[src/rtl/spi_pkg.sv]
// Shared SPI link definitions: frame geometry and the sender FSM encoding.
package spi_pkg;

    localparam int FRAME_W = 32;
    localparam int WORD_W  = 16;

    typedef enum logic [2:0] {
        IDLE  = 3'd0,
        LEAD  = 3'd1,
        SHIFT = 3'd2,
        LAG   = 3'd3,
        DONE  = 3'd4
    } spi_tx_state_t;

endpackage

[src/rtl/spi_tick_gen.sv]
// Half-period counter for the SPI clock: keeps the sck phase and flags the
// clk cycle at whose end the phase rises or falls. Idles cleared when disabled.
module spi_tick_gen #(
    parameter int DIV = 4
) (
    input  logic clk,
    input  logic areset,
    input  logic en,
    output logic phase,
    output logic rise,
    output logic fall
);

    localparam int CW = (DIV > 1) ? $clog2(DIV) : 1;

    logic [CW-1:0] cnt;
    logic          wrap;

    assign wrap = (cnt == CW'(DIV - 1));
    assign rise = en && wrap && !phase;
    assign fall = en && wrap && phase;

    // Count DIV cycles per half period, toggling the phase on each wrap.
    always_ff @(posedge clk or negedge areset) begin
        if (!areset) begin
            cnt   <= '0;
            phase <= 1'b0;
        end else if (!en) begin
            cnt   <= '0;
            phase <= 1'b0;
        end else if (wrap) begin
            cnt   <= '0;
            phase <= ~phase;
        end else begin
            cnt   <= cnt + CW'(1);
        end
    end

endmodule

[src/rtl/spi_frame_sender.sv]
// SPI master that frames {p1_in, p2_in} MSB first on sck/sdi under load and
// captures the sdo return stream. All pins are registered one cycle behind the
// internal FSM, so the visible frame starts the cycle after start is sampled.
module spi_frame_sender
    import spi_pkg::*;
#(
    parameter int DIV      = 4,
    parameter int LEAD_CYC = 2
) (
    input  logic                clk,
    input  logic                areset,
    input  logic                start,
    input  logic [WORD_W-1:0]   p1_in,
    input  logic [WORD_W-1:0]   p2_in,
    output logic                busy,
    output logic                done,
    output logic [FRAME_W-1:0]  rx_data,
    output logic                sck,
    output logic                sdi,
    input  logic                sdo,
    output logic                load
);

    localparam int LW = (LEAD_CYC > 1) ? $clog2(LEAD_CYC) : 1;

    spi_tx_state_t      state, state_next;
    logic [FRAME_W-1:0] tx, rx;
    logic [4:0]         bit_cnt;
    logic [LW-1:0]      lcnt;
    logic               lead_end, last_fall, accept;
    logic               ph, rise, fall, rise_q;
    logic               load_d, busy_d, done_d, sck_d, sdi_d;

    spi_tick_gen #(.DIV(DIV)) u_tick (
        .clk    (clk),
        .areset (areset),
        .en     (state == SHIFT),
        .phase  (ph),
        .rise   (rise),
        .fall   (fall)
    );

    assign lead_end  = (lcnt == LW'(LEAD_CYC - 1));
    assign last_fall = fall && (bit_cnt == 5'd31);
    // The visible DONE cycle still counts as busy for start purposes.
    assign accept    = (state == IDLE) && start && !done;

    // State register.
    always_ff @(posedge clk or negedge areset) begin
        if (!areset) state <= IDLE;
        else         state <= state_next;
    end

    // Next-state logic.
    always_comb begin
        state_next = state;
        case (state)
            IDLE:    if (accept)    state_next = LEAD;
            LEAD:    if (lead_end)  state_next = SHIFT;
            SHIFT:   if (last_fall) state_next = LAG;
            LAG:     if (lead_end)  state_next = DONE;
            DONE:                   state_next = IDLE;
            default:                state_next = IDLE;
        endcase
    end

    // Shift registers and counters.
    always_ff @(posedge clk or negedge areset) begin
        if (!areset) begin
            tx      <= '0;
            rx      <= '0;
            bit_cnt <= '0;
            lcnt    <= '0;
            rise_q  <= 1'b0;
        end else begin
            rise_q <= rise;
            if (accept)
                tx <= {p1_in, p2_in};
            else if (fall && !last_fall)
                tx <= {tx[FRAME_W-2:0], 1'b0};
            // rise_q marks the edge on which the sck pin goes high.
            if (rise_q)
                rx <= {rx[FRAME_W-2:0], sdo};
            if (state == LEAD || state == LAG)
                lcnt <= lead_end ? '0 : lcnt + LW'(1);
            else
                lcnt <= '0;
            if (state != SHIFT)
                bit_cnt <= '0;
            else if (fall)
                bit_cnt <= bit_cnt + 5'd1;
        end
    end

    // Pin values implied by the current state.
    always_comb begin
        load_d = (state == LEAD) || (state == SHIFT) || (state == LAG);
        busy_d = load_d;
        done_d = (state == DONE);
        sck_d  = ph;
        sdi_d  = load_d ? tx[FRAME_W-1] : 1'b0;
    end

    // Registered pins; rx_data is only refreshed at frame completion.
    always_ff @(posedge clk or negedge areset) begin
        if (!areset) begin
            load    <= 1'b0;
            busy    <= 1'b0;
            done    <= 1'b0;
            sck     <= 1'b0;
            sdi     <= 1'b0;
            rx_data <= '0;
        end else begin
            load <= load_d;
            busy <= busy_d;
            done <= done_d;
            sck  <= sck_d;
            sdi  <= sdi_d;
            if (state == DONE)
                rx_data <= rx;
        end
    end

endmodule

[config.mk]
export PLATFORM = sky130hd
export DESIGN_NAME = spi_frame_sender
export DESIGN_NICKNAME = d
export VERILOG_FILES = /design/src/rtl/spi_pkg.sv /design/src/rtl/spi_tick_gen.sv /design/src/rtl/spi_frame_sender.sv
export SDC_FILE = /design/constraint.sdc
export NUM_CORES = 1
export LEC_CHECK = 0
export CORE_ASPECT_RATIO = 0.7
export CORE_UTILIZATION = 54
export CTS_CLUSTER_SIZE = 40
export DETAILED_ROUTE_END_ITERATION = 12
export GPL_ROUTABILITY_DRIVEN = 0
export PLACE_DENSITY_LB_ADDON = 0.12
export SYNTH_ARGS = -nofsm -noshare
export SYNTH_HDL_FRONTEND = slang
export SYNTH_SLANG_ARGS = --single-unit
[constraint.sdc]
create_clock -name clk -period 2.68 [get_ports clk]
set_clock_uncertainty 0.15 [all_clocks]
set_input_delay 0.536 -clock clk [delete_from_list [all_inputs] [get_ports clk]]
set_output_delay 0.536 -clock clk [all_outputs]
set_load 0.02 [all_outputs]
Yosys cells after proc, flatten, opt, wreduce, memory -nomap -nowiden
Cells that the tools add are included.
{ "totals": {"wordCells": 62, "output_inout_bits": 37, "regBits": 113} }
{ "classes": {"bitwise_logic": 1, "mux": 16, "n_reduce_logical": 17, "n_eq_ne": 12, "addsub": 3} }
{ "op_table": {"columns": ["op", "n"], "rows": [
  ["$mux W32", 2],
  ["$mux W3", 4],
  ["$pmux W3 S4", 1],
  ["$mux W5", 2],
  ["$ne A2 B2 Y1 const B", 5],
  ["$logic_and A1 B1 Y1", 7],
  ["$eq A3 B2 Y1 const B", 2],
  ["$add A5 B1 Y5 const B", 1],
  ["$eq A5 B5 Y1 const B", 1],
  ["$mux W1", 5],
  ["$mux W2", 2],
  ["$reduce_and A4 Y1", 1],
  ["$reduce_bool A2 Y1", 2],
  ["$eq A3 B1 Y1 const B", 1],
  ["$eq A3 B3 Y1 const B", 1],
  ["$logic_not A1 Y1", 3],
  ["$logic_not A3 Y1", 1],
  ["$logic_or A1 B1 Y1", 3],
  ["$ne A3 B2 Y1 const B", 1],
  ["$add A2 B1 Y2 const B", 1],
  ["$eq A2 B2 Y1 const B", 1],
  ["$add A1 B1 Y1 const B", 1],
  ["$not A1 Y1", 1]
]} }

Depth between registers and ports, before layout
{ "logic_depth": {"depth_word": 8, "depth_mapped": 7, "depth_no_buf": 6} }

Hierarchy
From an unflattened synthesis, not the netlist that was laid out.
{ "hier_totals": {"hier_cells": 301, "area_unflattened_um2": 4908.5} }
{ "modules_own_cells": {"columns": ["module", "instances", "cells_per_inst", "seq_area_each_um2", "area_each_um2"], "rows": [
  ["spi_frame_sender", 1, 290, 2752.6, 4777.1],
  ["spi_tick_gen", 1, 11, 75.1, 131.4]
]} }

Least setup slack after synthesis
No wires, ideal clock.
{ "synth_timing": {"kind": "flip-flop to flip-flop", "start": "reg bit_cnt[0]", "end": "reg tx[3]", "stages_incl_launch_ff": 8, "required_ns": 2.403, "slack_ns": 0.560, "arrival_ns": 1.842, "path_buffers": 1, "setup_time_ns": 0.127, "synth_period_minus_slack_ns": 2.120, "path_cell_list": "dfrtp_1 -> ha_1 -> and3_1 -> ha_1 -> or4b_4 -> buf_2 -> o21ai_1 -> a31oi_1"} }
{ "synth_between": {"elab_chain_len": 5} }
{ "synth_lines": {"columns": ["element", "line_no", "source"], "rows": [
  ["start: declaration", "spi_frame_sender.sv:28", "logic [4:0] bit_cnt;"],
  ["start signal: assignment", "spi_frame_sender.sv:91", "bit_cnt <= bit_cnt + 5'd1;"],
  ["$eq A5 B5 Y1", "spi_frame_sender.sv:44", "assign last_fall = fall && (bit_cnt == 5'd31);"],
  ["$logic_and A1 B1 Y1", "spi_frame_sender.sv:44", null],
  ["$logic_not A1 Y1", "spi_frame_sender.sv:79", "else if (fall && !last_fall)"],
  ["$logic_and A1 B1 Y1", "spi_frame_sender.sv:79", null],
  ["$reduce_bool A2 Y1 (no line)", null, null],
  ["end signal: assignment", "spi_frame_sender.sv:78", "tx <= {p1_in, p2_in};"],
  ["end signal: assignment", "spi_frame_sender.sv:80", "tx <= {tx[FRAME_W-2:0], 1'b0};"],
  ["end: declaration", "spi_frame_sender.sv:27", "logic [FRAME_W-1:0] tx, rx;"]
]} }
No other way between the ends.
A chain may end at the register's enable or synchronous reset.

Worst setup path in the final report
{ "layout_timing": {"start": "reg bit_cnt[0]", "end": "reg tx[27]"} }
The elaborated chain is that of the path after synthesis.

==> qor.yml <==
status: "finished, final reports clean"
hold_violations: 0
drtIter0Drc: 253
cp.arrival_ps: 2430
die_w_um: 114
post_cts_buffers: 0
cpPeakStageDelay_ps: 690
grt_pass1_wl_mm: 16.1
maxCapViolCount: 0
cts-root-buf: "clkbuf_16"
cts_hold_buf: 0
port_buffers: 72
syn_area_um2: 4770
synth.most_common_cell: "dfrtp_1"
track_usage_pct: 23.2
ys_seq_elements: 113
ir_drop_mv: 0.569
dp.cells: 552
async_flop_share_pct: 100
holdCritPathClass: "in2async"
clock_latency_ps: 410
drc: 0
cp.required_ps: 2790
pre_cts_slack_ps: 354
vias: 3286
setup_slack_ps: 356
fin_crit_ps: 2320
synthToLayoutAreaGrowth_pct: 27.7
synth_flop_cell: "dfrtp_1"
firstDrtPassIters: 4
synthesis.nets: 427
core_um2: 8510
antenna_found_initial: 0
rsz0062_at_grt: "no"
grt-ovfl-total: 0
drt-total-wl_mm: 9.43
pwr_density_cell_nw_per_um2: 912
cp_cell_sequence: "ha_1 -> and3_1 -> ha_1 -> or4b_4 -> o21ai_1 -> a31oi_1"
maxSlewHeadroom_pct: 58.8
end_kind: "register"
netlist_top_cells_count: "113 x dfrtp_1, 58 x mux2_1, 33 x nand3_1, 32 x nor3_1, 32 x o21ai_1"
crit_top_cell: "ha_1"
fin_tns_setup_ps: 0
cts_tree: "done"
hpwlAfterDp_mm: 5.44
grt_pass1_vias: 3226
clk_pin_slew_worst_paths_ps: 50
cp_max_fo: 32
synth.area.top_cells: "dfrtp_1 59%, mux2_1 14%, a31oi_1 4.1%"
totalPowerFinal_w: 0.00556
fin_cells: 583
max_clock_freq_mhz: 430
ys_types: 39
synth_warnings: 0
die-height_um: 80.7
postSynthCellCount: 388
cts_resized: 0
synth_edf_count: 0
numCtsBuffers: 17
finalSetupViolCount: 0
rows: 28
power_leakage_nw: 2.77
cts.sinks: 113
maxSlewViolCount: 0
ant_nets: 0
start_util_pct: 56.1
setup.worst_path.class: "reg2reg"
die_area_um2: 9230
tightestPinTransition_ps: 603
grt_max_degree: 114
diodes: 0
ios: 73
wl_per_cell_um: 16.2
routed_via_density: 5.64
start_kind: "register"
syn_avg_cell_area_um2: 12.3
yosysSeqAreaShare_pct: 59.2
final_nets: 490
slowest_stage: "or4b_4"
drive_gt1_share_pct: 10.2
synth_top_cell_by_area: "dfrtp_1"
clock_path_buffers: 2
period_share_pct: 86.7
htree_num_levels: 4
synth_top_cell_area_share_pct: 59.2
-- logic make-up (layout without fill, tap and decap cells) --
family	count (synthesis)	in the layout	share of synthesized area, %
AOI/OAI and AO/OA	72	72	8.70
xor gates and xnor gates	3	3	0.551
adders and majority gates	3	3	0.786
and+or+nand+nor	92	92	10.7
DFF	113	113	59.2
buffers and inverters	39	114	4.53
muxes	66	66	15.5
-- per-layer routing --
| layer | wire, µm | track usage (%) | up-vias |
|---|---|---|---|
| met1 | 4490 | 32.0 | 1629 |
| met5 | 0 | 0 | - |
| met4 | 113 | 8.57 | 0 |
| li1 | - | - | 1544 |
| met2 | 4260 | 33.8 | 100 |
| met3 | 573 | 8.08 | 13 |
-- final cells by class --
class                      instances  area [µm²]
clock buffer                      25         485
fill                             636        2420
sequential                       113        2830
inverter                           3        11.3
timing repair buffer              80         803
tap                              120         150
clock inverter                     6        80.1
multi-input combinational        236        1740
-- report_power, final --
group          internal [W]  leakage [nW]  switching (W)
logic              0.000473          1.03       0.000678
clock network       0.00143         0.281       0.000712
registers           0.00204          1.46       0.000229
-- cell usage in the layout, fill, tap and decap left out, types with 3 or more instances in the layout --
| cell type | count |
|---|---|
| a21oi_1 | 4 |
| a31oi_1 | 31 |
| buf_4 | 7 |
| clkbuf_1 | 5 |
| clkbuf_16 | 17 |
| clkbuf_8 | 3 |
| clkdlybuf4s50_1 | 71 |
| clkinv_2 | 4 |
| dfrtp_1 | 113 |
| ha_1 | 3 |
| mux2_1 | 58 |
| mux2_2 | 6 |
| nand2_1 | 6 |
| nand3_1 | 33 |
| nor2_1 | 6 |
| nor3_1 | 32 |
| nor3b_1 | 3 |
| o21ai_1 | 32 |
-- path summary, 6_finish.rpt --
path,startpoint,to,slack [ps],depth (start not counted)
worst max-delay path,bit_cnt[0],tx[27],360,6
worst min-delay path,areset,rx_data[14],60,2
worst max register to register,bit_cnt[0],tx[27],360,6
worst min register to register,u_tick.cnt[0],u_tick.cnt[0],290,1
max in group asynchronous,areset,rx_data[0],1890,2
min in group clk,u_tick.cnt[0],u_tick.cnt[0],290,1
-- through the flow --
stage	utilization, %	area [µm²]	hold WS [ps]
6_report	71.6	6090	56.6
5_1_grt	71.6	6090	82.7
4_1_cts	71.6	6090	91.8
3_5_place_dp	64.9	5530	289
3_3_place_gp	64.9	5530	279
2_1_floorplan	-	4770	90.4
-- critical path: cells and delay by family (launching register included) --
kind	cells	cell delay [ps]
AND/OR/NAND/NOR	2	870
flip-flops	1	400
AO/OA/AOI/OAI	2	310
adder cells (fa/ha/maj)	2	430
-- registers in the layout (all words and copies together) (netlist names) --
signal / count
rx: 32
rx_data: 32
tx: 32
bit_cnt: 5
state: 3
u_tick.cnt: 2
done: 1
lcnt: 1
load: 1
rise_q: 1
sck: 1
sdi: 1
u_tick.phase: 1
(Power assumes the default switching activity.)
